--- src/rtl/pll_lock_supervisor.sv ---
// Bring-up sequencer for one iCE40 PLL: PLL reset pulse, lock wait with timeout,
// lock stability window, bounded retries, and downstream reset release.
module pll_lock_supervisor #(
    parameter int unsigned RESET_CYCLES  = 16,
    parameter int unsigned LOCK_TIMEOUT  = 120000,
    parameter int unsigned SETTLE_CYCLES = 1200,
    parameter int unsigned MAX_RETRIES   = 3
) (
    input  logic       clock_in,
    input  logic       reset,
    input  logic       locked_in,
    output logic       pll_reset_out,
    output logic       reset_out,
    output logic       ready_out,
    output logic       fault_out,
    output logic [3:0] retry_count,
    output logic [3:0] loss_count
);

    typedef enum logic [2:0] {
        PLL_RST   = 3'd0,
        WAIT_LOCK = 3'd1,
        SETTLE    = 3'd2,
        RUN       = 3'd3,
        FAULT     = 3'd4
    } state_e;

    localparam logic [23:0] RESET_LAST   = 24'(RESET_CYCLES - 1);
    localparam logic [23:0] TIMEOUT_LAST = 24'(LOCK_TIMEOUT - 1);
    localparam logic [23:0] SETTLE_LAST  = 24'(SETTLE_CYCLES - 1);
    localparam logic [3:0]  RETRY_LIMIT  = 4'(MAX_RETRIES);

    state_e      state_q, state_d;
    logic [23:0] cnt_q, cnt_d;
    logic [1:0]  sync_q;
    logic [3:0]  retry_q, retry_d;
    logic [3:0]  loss_q, loss_d;
    logic        pll_rst_q, pll_rst_d;
    logic        rst_out_q, rst_out_d;
    logic        ready_q, ready_d;
    logic        fault_q, fault_d;
    logic        locked_s;

    assign locked_s = sync_q[1];

    // NOTE: every state element uses <= so all registers update together at the edge.
    always_ff @(posedge clock_in or posedge reset) begin
        if (reset) begin
            state_q   <= PLL_RST;
            cnt_q     <= '0;
            sync_q    <= '0;
            retry_q   <= '0;
            loss_q    <= '0;
            pll_rst_q <= 1'b1;
            rst_out_q <= 1'b1;
            ready_q   <= 1'b0;
            fault_q   <= 1'b0;
        end else begin
            state_q   <= state_d;
            cnt_q     <= cnt_d;
            sync_q    <= {sync_q[0], locked_in};
            retry_q   <= retry_d;
            loss_q    <= loss_d;
            pll_rst_q <= pll_rst_d;
            rst_out_q <= rst_out_d;
            ready_q   <= ready_d;
            fault_q   <= fault_d;
        end
    end

    always_comb begin
        // NOTE: defaults first so no path through the case leaves a signal unassigned (no latches).
        state_d = state_q;
        cnt_d   = cnt_q + 24'd1;
        retry_d = retry_q;
        loss_d  = loss_q;

        case (state_q)
            PLL_RST: begin
                if (cnt_q == RESET_LAST) begin
                    state_d = WAIT_LOCK;
                    cnt_d   = '0;
                end
            end
            WAIT_LOCK: begin
                if (locked_s) begin
                    state_d = SETTLE;
                    cnt_d   = '0;
                end else if (cnt_q == TIMEOUT_LAST) begin
                    retry_d = retry_q + 4'd1;
                    cnt_d   = '0;
                    state_d = (retry_d == RETRY_LIMIT) ? FAULT : PLL_RST;
                end
            end
            SETTLE: begin
                // Any dropout restarts the lock wait without charging a retry.
                if (!locked_s) begin
                    state_d = WAIT_LOCK;
                    cnt_d   = '0;
                end else if (cnt_q == SETTLE_LAST) begin
                    state_d = RUN;
                    retry_d = '0;
                    cnt_d   = '0;
                end
            end
            RUN: begin
                cnt_d = '0;
                if (!locked_s) begin
                    state_d = PLL_RST;
                    if (loss_q != 4'hF) begin
                        loss_d = loss_q + 4'd1;
                    end
                end
            end
            FAULT: begin
                cnt_d = '0;
            end
            default: begin
                state_d = PLL_RST;
                cnt_d   = '0;
            end
        endcase

        // Outputs are decoded from the next state so they register on the transition edge.
        pll_rst_d = (state_d == PLL_RST) || (state_d == FAULT);
        rst_out_d = (state_d != RUN);
        ready_d   = (state_d == RUN);
        fault_d   = (state_d == FAULT);
    end

    assign pll_reset_out = pll_rst_q;
    assign reset_out     = rst_out_q;
    assign ready_out     = ready_q;
    assign fault_out     = fault_q;
    assign retry_count   = retry_q;
    assign loss_count    = loss_q;

endmodule

--- config.mk ---
export PLATFORM = sky130hd
export DESIGN_NAME = pll_lock_supervisor
export DESIGN_NICKNAME = d
export VERILOG_FILES = /design/src/rtl/pll_lock_supervisor.sv
export SDC_FILE = /design/constraint.sdc
export NUM_CORES = 1
export LEC_CHECK = 0
export BUFFER_PORTS_ARGS = -buffer_cell sky130_fd_sc_hd__clkbuf_2
export CAP_MARGIN = 20
export CORE_MARGIN = 8
export CORE_UTILIZATION = 45
export DETAILED_ROUTE_END_ITERATION = 12
export MAX_ROUTING_LAYER = met4
export PLACE_DENSITY = 0.73
export SYNTH_ARGS = -nofsm -noshare
export SYNTH_HDL_FRONTEND = slang
export SYNTH_SLANG_ARGS = --single-unit
--- constraint.sdc ---
create_clock -name clock_in -period 2.13 [get_ports clock_in]
set_clock_uncertainty 0.1 [all_clocks]
set_input_delay 0.213 -clock clock_in [delete_from_list [all_inputs] [get_ports clock_in]]
set_output_delay 0.213 -clock clock_in [all_outputs]
set_load 0.05 [all_outputs]
* After elaboration in Yosys (flattened, before gate mapping)
Index checks and enable logic that the tools add are counted. W data, S select, Z words.
Operators by class: add/sub/neg operators 3, equality and inequality tests 16, muxes and demuxes 19, bitwise operators 1, reduce and logical (&&, ||, !) cells 6
Operators with widths (count):
- $mux W24 | 5
- $pmux W24 S3 | 1
- $add A24 B1 Y24 const B | 1
- $eq A24 B11 Y1 const B | 1
- $eq A24 B17 Y1 const B | 1
- $eq A24 B4 Y1 const B | 1
- $mux W3 | 7
- $mux W4 | 4
- $pmux W3 S5 | 1
- $eq A3 B2 Y1 const B | 3
- $add A4 B1 Y4 const B | 2
- $ne A2 B2 Y1 const B | 4
- $pmux W4 S2 | 1
- $eq A3 B3 Y1 const B | 2
- $logic_not A3 Y1 | 2
- $reduce_and A5 Y1 | 1
- $eq A4 B2 Y1 const B | 1
- $ne A4 B4 Y1 const B | 1
- $eq A3 B1 Y1 const B | 1
- $ne A3 B2 Y1 const B | 1
- $reduce_and A3 Y1 | 1
- $reduce_bool A2 Y1 | 1
- $logic_or A1 B1 Y1 | 1
- $not A1 Y1 | 1
Word-level totals: flip-flop bits (word level) 41, output and inout port bits 12, word-level logic and storage cells 54

* Longest topological paths before layout
word-level depth 8, depth in mapped cells 7, mapped depth without buffers 6

* Worst setup path after synthesis
OpenSTA, ideal clock, no wires.
path type flip-flop to flip-flop, from reg cnt_q[6], to reg cnt_q[6], setup time 0.119 ns, data arrival time 1.820 ns, data required time 1.911 ns, slack 0.091 ns, stages on the path, launching flop included 8, path through dfrtp_1 -> buf_6 -> nor4_4 -> nand3_1 -> o311a_1 -> a211oi_4 -> buf_6 -> nor2_2
Between the ends: cells in the longest elaborated chain, start to end 4, elaborated cells on any way between the ends 10, those cells by class add/sub (1); eq/ne (3); mux (6)
RTL lines:
- from (decl) | line 34 | logic [23:0] cnt_q, cnt_d;
- from (signal assigned) | line 60 | cnt_q <= cnt_d;
- $add A24 B1 Y24, or another cell as far along | line 74 | cnt_d = cnt_q + 24'd1;
- $mux W24, on equally long branches | line 100, 89
- $mux W24, on equally long branches | line 97, 86
- $pmux W24 S3 * | line 78 | case (state_q)
- via cnt_d[6] | line 34
Mark *: on every way through the listed nets, which the timed path passes. The rest lies on a longest branch. A chain may end at the register's enable or synchronous reset.

* Worst setup path in the final report
from reg cnt_q[11], to reg cnt_q[23]
The elaborated chain is that of the path after synthesis.

==> metrics.txt <==
# TYPE chip_impl_metric gauge
chip_impl_metric{name="setup.reg_to_reg.worst_slack",unit="ns"} 0.01
chip_impl_metric{name="yosys-mux-area-fraction",unit="%"} 1.08
chip_impl_metric{name="route.vias.total",unit=""} 1615
chip_impl_info{name="crit_family",value="compound AO/OA/AOI/OAI gates"} 1
chip_impl_metric{name="clkSinkCount",unit=""} 41
chip_impl_metric{name="area.sequential",unit="sq mm"} 0.00103
chip_impl_metric{name="worstRegToRegCells",unit=""} 7
chip_impl_info{name="clockRootBuffer",value="sky130_fd_sc_hd__clkbuf_8"} 1
chip_impl_info{name="cp_slowest_cell",value="sky130_fd_sc_hd__nor4_2"} 1
chip_impl_metric{name="timing_max_transition_violations_final",unit=""} 0
chip_impl_metric{name="hold_viol",unit=""} 0
chip_impl_metric{name="yosysSeqAreaShare",unit="%"} 49.5
chip_impl_metric{name="avg_cell_area_syn",unit="sq um"} 10.2
chip_impl_metric{name="drt_wl_total",unit="um"} 4260
chip_impl_metric{name="timing.critical_path.arrival",unit="ns"} 2.20
chip_impl_metric{name="std_cell_rows",unit=""} 24
chip_impl_info{name="main_synth_ff_type",value="sky130_fd_sc_hd__dfrtp_1"} 1
chip_impl_info{name="min-delay-path-class",value="flip-flop to flip-flop"} 1
chip_impl_metric{name="floorplan.initialDensity",unit="%"} 47.1
chip_impl_metric{name="synth-warning-count",unit=""} 0
chip_impl_metric{name="cts_clock_pin_slew_for_the_worst_setup_and_hold_paths",unit="ns"} 0.08
chip_impl_metric{name="drc",unit=""} 0
chip_impl_metric{name="num-fill-cells",unit=""} 376
chip_impl_metric{name="multiInputGateArea",unit="sq mm"} 0.00108
chip_impl_metric{name="antenna_cells_inserted",unit=""} 0
chip_impl_metric{name="post_synth_instance_area",unit="sq mm"} 0.00208
chip_impl_metric{name="gr-usage-all-layers",unit="%"} 12.3
chip_impl_metric{name="insertion_delay",unit="ns"} 0.29
chip_impl_info{name="run_status",value="finished, final reports clean"} 1
chip_impl_metric{name="timing.hold.worst_path_depth",unit=""} 0
chip_impl_info{name="synth_top_family_by_area",value="simple AND/OR/NAND/NOR gates"} 1
chip_impl_metric{name="pwr_per_cell_area",unit="mW/mm^2"} 860
chip_impl_info{name="cell_types_occupying_the_most_area_after_synthesis",value="sky130_fd_sc_hd__dfrtp_1 (47%), sky130_fd_sc_hd__xnor2_1 (8.0%), sky130_fd_sc_hd__nor2_1 (4.9%)"} 1
chip_impl_metric{name="io_pins",unit=""} 15
chip_impl_metric{name="synth-async-reset-ratio",unit="%"} 100
chip_impl_info{name="cts_tree",value="done"} 1
chip_impl_metric{name="grt_max_degree",unit=""} 42
chip_impl_metric{name="antenna_found_initial",unit=""} 0
chip_impl_metric{name="cp_slowest_stage_delay",unit="ns"} 0.41
chip_impl_info{name="critical_path.endpoint_type",value="flip-flop"} 1
chip_impl_metric{name="synthDistinctLibCells",unit=""} 36
chip_impl_metric{name="floorplan.die.width",unit="um"} 84.0
chip_impl_metric{name="gp_congestion",unit=""} 0.802
chip_impl_metric{name="post_dp_cell_area",unit="sq mm"} 0.00235
chip_impl_metric{name="die_height",unit="um"} 84.0
chip_impl_metric{name="final_area",unit="sq mm"} 0.00265
chip_impl_metric{name="max-clock-path-buffers",unit=""} 2
chip_impl_info{name="unrepaired_setup_endpoints_after_global_routing",value="true"} 1
chip_impl_metric{name="worst-path-max-fanout",unit=""} 6
chip_impl_metric{name="timing.final.crit_period",unit="ns"} 2.12
chip_impl_metric{name="syn-instance-count",unit=""} 204
chip_impl_metric{name="ys_seq_elements",unit=""} 41
chip_impl_metric{name="synth_area_in_xor_xnor",unit="%"} 11.0
chip_impl_metric{name="whs",unit="ns"} 0.250
chip_impl_metric{name="layout-drive-gt1-share",unit="%"} 30.1
chip_impl_metric{name="via_per_inst",unit=""} 5.37
chip_impl_metric{name="cp_data_required_time",unit="ns"} 2.22
chip_impl_info{name="worst_hold_startpoint",value="sync_q[0]"} 1
chip_impl_info{name="worst_hold_path.endpoint",value="sync_q[1]"} 1
chip_impl_metric{name="grt_pass1_vias",unit=""} 1554
chip_impl_metric{name="crit_buf_inv",unit=""} 2
chip_impl_metric{name="slew_headroom",unit="%"} 62.1
chip_impl_info{name="critical_path.reg2reg.startpoint",value="cnt_q[11]"} 1
chip_impl_metric{name="max_cap_viol_count",unit=""} 0
chip_impl_metric{name="port_buffers",unit=""} 14
chip_impl_metric{name="tightest_slew",unit="ns"} 0.565
chip_impl_info{name="crit_path_cell_chain",value="nor4_2 > nand3_4 > o311a_4 > a211oi_4 > buf_6 > clkbuf_16 > nor2_1"} 1
chip_impl_info{name="yosys.area.top_type",value="sky130_fd_sc_hd__dfrtp_1"} 1
chip_impl_metric{name="post_synth_and_or_nand_nor_area_fraction",unit="%"} 26.8
chip_impl_metric{name="dr.first_iter.drc_count",unit=""} 42
chip_impl_metric{name="drt_pass1_iterations",unit=""} 4
chip_impl_metric{name="core_area",unit="sq mm"} 0.00441
chip_impl_metric{name="gr-total-overflow",unit=""} 0
chip_impl_metric{name="grt_pass1_wl",unit="um"} 7010
chip_impl_metric{name="yosys.area.top_type_share",unit="%"} 46.9
chip_impl_metric{name="fin_ws",unit="ns"} 0.0103
chip_impl_metric{name="cts_max_level",unit=""} 2
chip_impl_metric{name="synth_compound_area_share",unit="%"} 5.90
chip_impl_metric{name="arithmetic_cell_share_of_the_synthesized_area_counting_full_adders_half_adders_and_majority_gates",unit="%"} 2.41
chip_impl_metric{name="dieArea",unit="sq mm"} 0.00705
chip_impl_metric{name="setup_viol_count_final",unit=""} 0
chip_impl_metric{name="syn_to_final_growth",unit="%"} 27.2
chip_impl_metric{name="ant_nets",unit=""} 0
chip_impl_info{name="critPathKind",value="flip-flop to flip-flop"} 1
chip_impl_metric{name="hpwlAfterDp",unit="um"} 2720
chip_impl_metric{name="total_leakage_power",unit="uW"} 0.00121
chip_impl_metric{name="peakVddDrop",unit="uV"} 512
chip_impl_info{name="regToRegEndpoint",value="cnt_q[23]"} 1
chip_impl_metric{name="timing.final.crit_share",unit="%"} 99.5
chip_impl_metric{name="final_nets",unit=""} 255
chip_impl_metric{name="cts_made_buffers",unit=""} 5
chip_impl_info{name="start_kind",value="flip-flop"} 1
chip_impl_metric{name="post_drt_wl_per_cell",unit="um"} 14.1
chip_impl_metric{name="max_clock_freq",unit="MHz"} 472
chip_impl_metric{name="synth_enable_flop_cells",unit=""} 0
chip_impl_metric{name="nets_in_the_synthesized_netlist",unit=""} 211
chip_impl_metric{name="pre_cts_slack",unit="ns"} 0.0293
-- synthesized netlist by cell type (all sizes together) (3+ instances only) --
cell type	n
and4	3
buf	5
dfrtp	39
ha	4
inv	7
nand2	11
nand3	14
nand4	8
nor2	37
nor3	11
nor3b	3
nor4	8
xnor2	19
xor2	7
-- layout by cell type (no fill, tap or decap), types with 2 or more instances in the layout --
cell	count
sky130_fd_sc_hd__and3_1	2
sky130_fd_sc_hd__a32o_1	2
sky130_fd_sc_hd__ha_1	3
sky130_fd_sc_hd__nor4_4	2
sky130_fd_sc_hd__xor2_1	7
sky130_fd_sc_hd__nor3b_1	3
sky130_fd_sc_hd__nor2_1	26
sky130_fd_sc_hd__nor2_4	4
sky130_fd_sc_hd__nor3_1	10
sky130_fd_sc_hd__nand2_1	11
sky130_fd_sc_hd__nand3_1	11
sky130_fd_sc_hd__a211o_1	2
sky130_fd_sc_hd__and4_1	3
sky130_fd_sc_hd__inv_1	7
sky130_fd_sc_hd__nor4_1	3
sky130_fd_sc_hd__clkbuf_8	6
sky130_fd_sc_hd__dfrtp_1	39
sky130_fd_sc_hd__and2_1	2
sky130_fd_sc_hd__nor2_2	7
sky130_fd_sc_hd__nand2b_1	2
sky130_fd_sc_hd__dfstp_2	2
sky130_fd_sc_hd__nor4_2	3
sky130_fd_sc_hd__o21ai_0	2
sky130_fd_sc_hd__nand4_1	8
sky130_fd_sc_hd__dlygate4sd3_1	2
sky130_fd_sc_hd__nand3_2	2
sky130_fd_sc_hd__xnor2_1	19
sky130_fd_sc_hd__buf_4	23
sky130_fd_sc_hd__clkbuf_2	14
sky130_fd_sc_hd__mux2_2	2
sky130_fd_sc_hd__or3_1	2
-- per-stage QoR --
stage	instances	TNS (ns)	total power [uW]	util, %
finish	301	0	2270	59.9
global route	301	-0.965	2390	59.9
CTS	299	0	2230	57.5
detailed placement	287	0	1470	53.2
global placement	287	0	1460	53.2
floorplan	204	0	1350	-
-- power by group --
part / switching [uW] / leakage [uW] / internal (uW)
clock: 257 / 0.0000585 / 382
sequential: 81.5 / 0.000553 / 860
combinational: 393 / 0.000594 / 300
total: 732 / 0.00121 / 1540
-- timing repair --
| item | CTS | global route |
|---|---|---|
| buffers inserted | 1 | 2 |
| pin swaps | 1 | 8 |
| endpoints found under the hold margin | 40 | 0 |
| hold buffers | 2 | 0 |
| gates cloned | 1 | 1 |
| setup endpoints to repair | 13 | 28 |
| gates resized for setup | 2 | 18 |
-- registers in the layout (all words and copies together), names as in the netlist --
| name | count |
|---|---|
| loss_count | 4 |
| reset_out | 1 |
| retry_count | 4 |
| fault_out | 1 |
| pll_reset_out | 1 |
| ready_out | 1 |
| sync_q | 2 |
| cnt_q | 24 |
| state_q | 3 |
-- worst max path at each step --
stage          startpoint         to  cells past startpoint
2_1_floorplan    cnt_q[6]   cnt_q[6]                      7
3_3_place_gp    cnt_q[15]   cnt_q[9]                      6
4_1_cts         cnt_q[19]  cnt_q[18]                      7
6_report        cnt_q[11]  cnt_q[23]                      7
3_5_place_dp    cnt_q[19]  cnt_q[18]                      7
5_1_grt         cnt_q[11]  cnt_q[23]                      7
-- layer usage --
layer | track usage [%] | routed length [um] | share of wire [%] | up-vias
li1 | - | - | - | 804
met1 | 14.7 | 1910 | 45 | 786
met2 | 19.2 | 2140 | 50 | 17
met3 | 3.42 | 148 | 3.5 | 8
met4 | 5.18 | 62 | 1.5 | 0
met5 | - | 0 | 0 | -
-- cell type report --
class | instances | share of cell area [%]
clock inverter | 1 | 1.14
timing repair buffer | 42 | 12.3
sequential | 41 | 38.9
clock buffer | 7 | 3.26
inverter | 7 | 0.993
multi-input combinational | 151 | 40.9
tap | 52 | 2.46
-- cell families (layout without fill, tap and decap cells) --
logic type	count (synthesis)	after routing
adders and majority gates	4	4
DFF	41	41
AOI/OAI and AO/OA	14	14
muxes	2	2
xor gates and xnor gates	26	26
buffers and inverters	12	57
and+or+nand+nor	105	105
No activity file was read; power rests on OpenSTA's default activity.
